===== config.mk =====
export PLATFORM = sky130hd
export DESIGN_NAME = hazard_detection_unit
export DESIGN_NICKNAME = d
export VERILOG_FILES = /design/src/rtl/hdu_pkg.sv /design/src/rtl/hdu_stage_tracker.sv /design/src/rtl/hazard_detection_unit.sv
export SDC_FILE = /design/constraint.sdc
export NUM_CORES = 1
export LEC_CHECK = 0
export ABC_CLOCK_PERIOD_IN_PS = 3380
export CORE_MARGIN = 4
export CORE_UTILIZATION = 50
export CTS_BUF_LIST = sky130_fd_sc_hd__clkbuf_16
export CTS_CLUSTER_SIZE = 8
export DETAILED_ROUTE_END_ITERATION = 6
export PLACE_DENSITY = 0.84
export SLEW_MARGIN = 20
export SYNTH_ARGS = -nofsm -noshare
export SYNTH_HDL_FRONTEND = slang
export SYNTH_HIERARCHICAL = 1
export SYNTH_SLANG_ARGS = --single-unit

===== constraint.sdc =====
create_clock -name clk -period 3.38 [get_ports clk]
set_input_delay 0.676 -clock clk [delete_from_list [all_inputs] [get_ports clk]]
set_output_delay 0.676 -clock clk [all_outputs]
set_load 0.03 [all_outputs]

===== src/rtl/hdu_pkg.sv =====
// Shared types and encodings for the hazard detection unit.
// Optional perf counters in the top are enabled with HDU_PERF_CNT_EN.
package hdu_pkg;

  localparam int unsigned REG_W = 5;
  localparam int unsigned OP_W  = 2;
  localparam int unsigned FWD_W = 2;
  localparam int unsigned CNT_W = 32;

  typedef enum logic [OP_W-1:0] {
    NONE  = 2'b00,
    ALU   = 2'b01,
    LOAD  = 2'b10,
    STORE = 2'b11
  } optype_e;

  localparam logic [FWD_W-1:0] FWD_RF   = 2'b00;
  localparam logic [FWD_W-1:0] FWD_EX   = 2'b01;
  localparam logic [FWD_W-1:0] FWD_MEM  = 2'b10;
  localparam logic [FWD_W-1:0] FWD_MEML = 2'b11;

  typedef struct packed {
    logic [REG_W-1:0] rd;
    optype_e          optype;
  } hdu_rec_t;

  localparam hdu_rec_t REC_EMPTY = '{rd: '0, optype: NONE};

endpackage


===== src/rtl/hdu_stage_tracker.sv =====
// EX/MEM/WB destination record shift chain; a bubble loads an empty EX record.
module hdu_stage_tracker
  import hdu_pkg::*;
(
  input  logic     clk,
  input  logic     rst_n,
  input  hdu_rec_t id_rec,
  input  logic     bubble,
  output hdu_rec_t ex_rec,
  output hdu_rec_t mem_rec,
  output hdu_rec_t wb_rec
);

  always_ff @(posedge clk or negedge rst_n) begin
    if (!rst_n) begin
      ex_rec  <= REC_EMPTY;
      mem_rec <= REC_EMPTY;
      wb_rec  <= REC_EMPTY;
    end else begin
      ex_rec  <= bubble ? REC_EMPTY : id_rec;
      mem_rec <= ex_rec;
      wb_rec  <= mem_rec;
    end
  end

endmodule


===== src/rtl/hazard_detection_unit.sv =====
// Forwarding select, load-use stall and branch flush control for a 5-stage pipe.
// Define HDU_PERF_CNT_EN to add the stall_cnt / flush_cnt performance counters.
module hazard_detection_unit
  import hdu_pkg::*;
(
  input  logic             clk,
  input  logic             rst_n,
  input  logic [REG_W-1:0] rs1_ID,
  input  logic [REG_W-1:0] rs2_ID,
  input  logic [REG_W-1:0] rd_ID,
  input  logic             rs1use,
  input  logic             rs2use,
  input  logic [OP_W-1:0]  hazard_optype,
  input  logic             Branch_ID,
  output logic [FWD_W-1:0] forward_ctrl_A,
  output logic [FWD_W-1:0] forward_ctrl_B,
  output logic             forward_ctrl_ls,
  output logic             PC_EN_IF,
  output logic             reg_FD_EN,
  output logic             reg_FD_flush,
  output logic             reg_DE_flush
`ifdef HDU_PERF_CNT_EN
  ,
  output logic [CNT_W-1:0] stall_cnt,
  output logic [CNT_W-1:0] flush_cnt
`endif
);

  hdu_rec_t id_rec, ex_rec, mem_rec, wb_rec;
  optype_e  id_op;
  logic     load_hit_rs1, load_hit_rs2, store_bypass, stall, ls_q;
  logic     unused_wb;

  assign id_op  = optype_e'(hazard_optype);
  assign id_rec = '{rd: rd_ID, optype: id_op};

  hdu_stage_tracker u_tracker (
    .clk     (clk),
    .rst_n   (rst_n),
    .id_rec  (id_rec),
    .bubble  (reg_DE_flush),
    .ex_rec  (ex_rec),
    .mem_rec (mem_rec),
    .wb_rec  (wb_rec)
  );

  // WB record completes the history but no decision depends on it.
  assign unused_wb = ^wb_rec;

  function automatic logic hit(input hdu_rec_t rec, input logic [REG_W-1:0] src,
                               input logic used);
    return used && (rec.rd != '0) && (rec.rd == src);
  endfunction

  function automatic logic [FWD_W-1:0] fwd_sel(input logic [REG_W-1:0] src, input logic used,
                                               input hdu_rec_t ex, input hdu_rec_t mem);
    fwd_sel = FWD_RF;
    if (hit(ex, src, used) && ex.optype == ALU)         fwd_sel = FWD_EX;
    else if (hit(mem, src, used) && mem.optype == ALU)  fwd_sel = FWD_MEM;
    else if (hit(mem, src, used) && mem.optype == LOAD) fwd_sel = FWD_MEML;
  endfunction

  assign load_hit_rs1 = hit(ex_rec, rs1_ID, rs1use) && (ex_rec.optype == LOAD);
  assign load_hit_rs2 = hit(ex_rec, rs2_ID, rs2use) && (ex_rec.optype == LOAD);

  // A store needing the load only as its data operand can take it from WB later.
  assign store_bypass = load_hit_rs2 && !load_hit_rs1 && (id_op == STORE);
  assign stall        = rst_n && (load_hit_rs1 || (load_hit_rs2 && (id_op != STORE)));

  always_ff @(posedge clk or negedge rst_n) begin
    if (!rst_n) ls_q <= 1'b0;
    else        ls_q <= store_bypass;
  end

  // Output decode; reset forces the no-hazard values.
  always_comb begin
    forward_ctrl_A  = FWD_RF;
    forward_ctrl_B  = FWD_RF;
    forward_ctrl_ls = 1'b0;
    PC_EN_IF        = 1'b1;
    reg_FD_EN       = 1'b1;
    reg_FD_flush    = 1'b0;
    reg_DE_flush    = 1'b0;
    if (rst_n) begin
      forward_ctrl_A  = fwd_sel(rs1_ID, rs1use, ex_rec, mem_rec);
      forward_ctrl_B  = fwd_sel(rs2_ID, rs2use, ex_rec, mem_rec);
      forward_ctrl_ls = ls_q;
      if (stall) begin
        PC_EN_IF     = 1'b0;
        reg_FD_EN    = 1'b0;
        reg_DE_flush = 1'b1;
      end else if (Branch_ID) begin
        reg_FD_flush = 1'b1;
      end
    end
  end

`ifdef HDU_PERF_CNT_EN
  always_ff @(posedge clk or negedge rst_n) begin
    if (!rst_n) begin
      stall_cnt <= '0;
      flush_cnt <= '0;
    end else begin
      if (stall)        stall_cnt <= stall_cnt + CNT_W'(1);
      if (reg_FD_flush) flush_cnt <= flush_cnt + CNT_W'(1);
    end
  end
`endif

endmodule


# == After elaboration in Yosys (flattened, before gate mapping) ==
# Index checks and enable logic that the tools add are counted.
# totals
register_bits,15
in_bits,22
out_inout_bits,9
wordCells,56
# classes
eq_ne,10
muxes,17
n_reduce_logical,24
# ops
cell,n
$eq 5x5->1,4
$logic_and 1x1->1,20
$mux 2,8
$reduce_bool 5->1,2
$mux 1,8
$mux 7,1
$eq 2x2->1 const B,3
$eq 2x1->1 const B,2
$ne 2x2->1 const B,1
$logic_not 1->1,1
$logic_or 1x1->1,1

# == Logic depth before layout (Yosys ltp) ==
# depth
ltp_word,10
ltp_mapped,5
mapped_depth_nobuf,5

# == Cells and area by module ==
# Netlist, hierarchy kept.
# by_module_without_submodules
module,instances,cells_each,area_per_inst_um2,seq_area_each_um2
hdu_stage_tracker,1,28,569.3,525.5
hazard_detection_unit,1,60,457.9,25.0

# == Least setup slack after synthesis ==
# Ideal clock, no wire load.
# synth_path
path_kind,flip-flop to output port
start,"reg, netlist name u_tracker/ex_rec[2]"
end,out reg_FD_EN
arrival_time_ns,2.041
t_required_ns,2.704
slack_ns,0.663
stages_incl_launch_ff,6
n_path_buf,1
path_cell_list,dfrtp_1 or4_4 o211ai_2 nor2_2 a21oi_1 buf_4
# synth_between
elab_chain_cells,9
word_cells_on_any_way,14
cone_classes,2 x eq/ne; 2 x mux; 10 x reduce/logical
# synth_lines
item,line_no,text
$reduce_bool 5->1,hazard_detection_unit.sv:52,return used && (rec.rd != '0) && (rec.rd == src);
$logic_and 1x1->1 (2 in a row),hazard_detection_unit.sv:52,
$logic_and 1x1->1,hazard_detection_unit.sv:64,"assign load_hit_rs2 = hit(ex_rec, rs2_ID, rs2use) && (ex_rec.optype == LOAD);"
$logic_and 1x1->1,hazard_detection_unit.sv:68,assign stall = rst_n && (load_hit_rs1 || (load_hit_rs2 && (id_op != STORE)));
$logic_or 1x1->1 *,hazard_detection_unit.sv:68,
$logic_and 1x1->1 *,hazard_detection_unit.sv:68,
$mux 1 * (2 in a row),--,
"end, declared",hazard_detection_unit.sv:19,"output logic reg_FD_EN,"
# Mark *: on every way between the ends. The rest lies on a longest branch, timed or not.

# == Final worst setup path ==
# layout_path
start,in rs1_ID[1]
end,out reg_FD_EN
# layout_between
elab_chain_cells,7
# layout_lines
item,line_no,text
"start, declared",hazard_detection_unit.sv:8,"input logic [REG_W-1:0] rs1_ID,"
$eq 5x5->1,hazard_detection_unit.sv:52,
$logic_and 1x1->1,hazard_detection_unit.sv:52,
$logic_and 1x1->1,hazard_detection_unit.sv:63,"assign load_hit_rs1 = hit(ex_rec, rs1_ID, rs1use) && (ex_rec.optype == LOAD);"
$logic_or 1x1->1,hazard_detection_unit.sv:68,
$logic_and 1x1->1,hazard_detection_unit.sv:68,
$mux 1,hazard_detection_unit.sv:88,if (stall) begin
$mux 1,hazard_detection_unit.sv:84,if (rst_n) begin
# Every way passes these cells.

==> flow_summary.toml <==
[run_status]
run_status = "finished, final reports clean"

[floorplanning]
floorplan_die_width_um = 49.28
initial_core_util = 0.5465
fp.dieH_um = 49.28
ioPinCount = 31
core_region_area_um2 = 1559
rows = 14
design.die.area_um2 = 2429

[clocking]
clock_path_buffers = 2
cts_root_buffer = "sky130_fd_sc_hd__clkbuf_16"
clk_pin_slew_ps = 50
post_cts_buffers = 0
numClockSinks = 15
cts_htree_levels = 1
clock_tree_from_tritoncts = "built"
worstSkewPairLatency_ps = 240
cts_made_buffers = 3

[route]
detail_route.wirelength_um = 2030
route.vias.total = 751
detail_route.iter0.violations = 22
route.detailed.vias_per_inst = 5.604
drt.antenna.violating_nets = 0
wire_per_inst_um = 15.15
remaining_drc_errors = 0
router_iterations_before_antenna_repair = 4

[global_route]
grt_pass1_wl_um = 3463
grt_max_degree = 21
grt-ovfl-total = 0
via_count_of_the_first_global_routing_pass = 779
global_route.usage.total = 0.1849
grt_antenna_before_repair = 0

[placed_design]
hpwl_um = 1601
port_buffers = 30
place_congestion = 0.8181

[synthesis]
synthCells = 81
yosys_warnings = 6
synthesis.area_per_instance_um2 = 10.52
synthesis.nets = 103
syn-cell-area_um2 = 852.1

[flow_run]
max_cap_violations = 0

[worst_setup_path]
setup.worst_path.end_class = "output pin"
critical_path_class = "in -> out"
crit_path_cell_trace = "clkdlybuf4s50_1 > xnor2_1 > nand4_1 > nor4_1 > buf_4 > a21oi_1 > dlygate4sd2_1"
critPathRequiredTime_ps = 2700
worst_ep_arrival_time_ps = 2490
critPathMaxFanout = 3
crit_path_start_kind = "input pin"
cpMaxStageDelayCell = "sky130_fd_sc_hd__clkdlybuf4s50_1"
r2r_setup_slack_ps = 1480
slowest_delay_ps = 460

[power]
power_density_nw_per_um2 = 397.9
cellLeakagePower_nw = 0.5005
highest_ir_drop_seen_on_vdd_uv = 447.7

[sta]
finalHoldViolCount = 0
report.final.setup_viol = 0
max_clock_freq_mhz = 316.1
finClkSkew_ps = 3.688
timing.slew.headroom = 0.7967
worst_slew_pin_slew_ps = 302.7
hold_slack_ps = 406.4
setup-tns-final_ps = 0
drv_slew = 0
period_share = 0.9359
period_minus_slack_ps = 3163
rsz0062_at_grt = "false"

[cells_and_area]
num_antenna_cells = 0
nNetsFinal = 141
layout-drive-gt1-share = 0.1525
area_growth_pct = 48.75

[min_path]
min_path_type = "reg -> reg"
critical path: cells and delay by family:
family	cells	cell delay, ps
buf+inv	3	1010
simple gates	2	530
xor+xnor	1	220
compound gates	1	50
report_power, final:
part	internal, mW	switching, mW
Combinational	0.0476	0.0344
Clock	0.157	0.0649
Sequential	0.189	0.0111
Total	0.394	0.110
what timing repair did:
| action | in CTS | in global routing |
|---|---|---|
| hold buffers | 0 | 0 |
| resized for setup | 6 | 0 |
| hold endpoints to repair | 0 | 0 |
| setup endpoints to repair | 3 | 0 |
flip-flops by register name (all words and copies together), names as in the netlist:
name and cells:
ls_q 1, u_tracker/ex_rec 7, u_tracker/mem_rec 7
placed cells by master, fill, tap and decap left out:
| cell type | n |
|---|---|
| sky130_fd_sc_hd__a21o_1 | 1 |
| sky130_fd_sc_hd__nor2_1 | 3 |
| sky130_fd_sc_hd__clkinv_2 | 1 |
| sky130_fd_sc_hd__xor2_1 | 1 |
| sky130_fd_sc_hd__a211oi_2 | 1 |
| sky130_fd_sc_hd__xnor2_1 | 20 |
| sky130_fd_sc_hd__dlygate4sd2_1 | 5 |
| sky130_fd_sc_hd__o211ai_2 | 1 |
| sky130_fd_sc_hd__nand3b_1 | 1 |
| sky130_fd_sc_hd__nand4b_1 | 1 |
| sky130_fd_sc_hd__a21oi_1 | 2 |
| sky130_fd_sc_hd__nand4_1 | 4 |
| sky130_fd_sc_hd__clkbuf_16 | 3 |
| sky130_fd_sc_hd__nor4_2 | 2 |
| sky130_fd_sc_hd__dfrtp_1 | 15 |
| sky130_fd_sc_hd__nand2b_1 | 2 |
| sky130_fd_sc_hd__o21a_1 | 2 |
| sky130_fd_sc_hd__buf_4 | 7 |
| sky130_fd_sc_hd__or4_1 | 3 |
| sky130_fd_sc_hd__nor4_1 | 3 |
| sky130_fd_sc_hd__nand2_1 | 5 |
| sky130_fd_sc_hd__nor3_1 | 2 |
| sky130_fd_sc_hd__nor2_2 | 2 |
| sky130_fd_sc_hd__clkdlybuf4s50_1 | 22 |
| sky130_fd_sc_hd__and2_1 | 1 |
| sky130_fd_sc_hd__or4_4 | 1 |
| sky130_fd_sc_hd__nor2b_1 | 7 |
layer usage:
metal | GRT usage | wire [um] | vias up | part of all wire
met3 | 0.04281 | 168 | 4 | 0.083
li1 | - | - | 358 | -
met2 | 0.3147 | 1011 | 37 | 0.50
met5 | 0 | 0 | - | 0
met1 | 0.2233 | 821 | 352 | 0.40
met4 | 0.07109 | 29 | 0 | 0.014
final cells by class:
class | instances | area (um^2)
Multi-Input combinational cell | 65 | 475.5
Sequential cell | 15 | 375.4
Clock inverter | 1 | 5.005
Fill cell | 96 | 291.5
Timing Repair Buffer | 34 | 316.6
Clock buffer | 3 | 75.07
Tap cell | 16 | 20.02
final timing paths:
path | start | endpoint | cells past startpoint
max | rs1_ID[1] | reg_FD_EN | 7
min | u_tracker/ex_rec[0] | u_tracker/mem_rec[0] | 0
max reg2reg | u_tracker/ex_rec[2] | u_tracker/ex_rec[6] | 7
min reg2reg | u_tracker/ex_rec[0] | u_tracker/mem_rec[0] | 0
max in group asynchronous | rst_n | u_tracker/ex_rec[6] | 2
min in group asynchronous | rst_n | u_tracker/mem_rec[2] | 2
per-stage QoR:
stage / cells / utilization / total power [mW] / area (um^2) / setup WS (ps)
5_1_grt: 134 / 0.8130 / 0.5274 / 1267 / 137.2
2_1_floorplan: 81 / - / 0.2389 / 852.1 / 663.1
3_5_place_dp: 130 / 0.7616 / 0.2839 / 1187 / -105.7
4_1_cts: 134 / 0.8130 / 0.5098 / 1267 / 218.6
3_3_place_gp: 130 / 0.7616 / 0.2818 / 1187 / 63.36
6_report: 134 / 0.8130 / 0.5044 / 1267 / 216.7
Note: power is estimated with default switching activity, not from simulation.
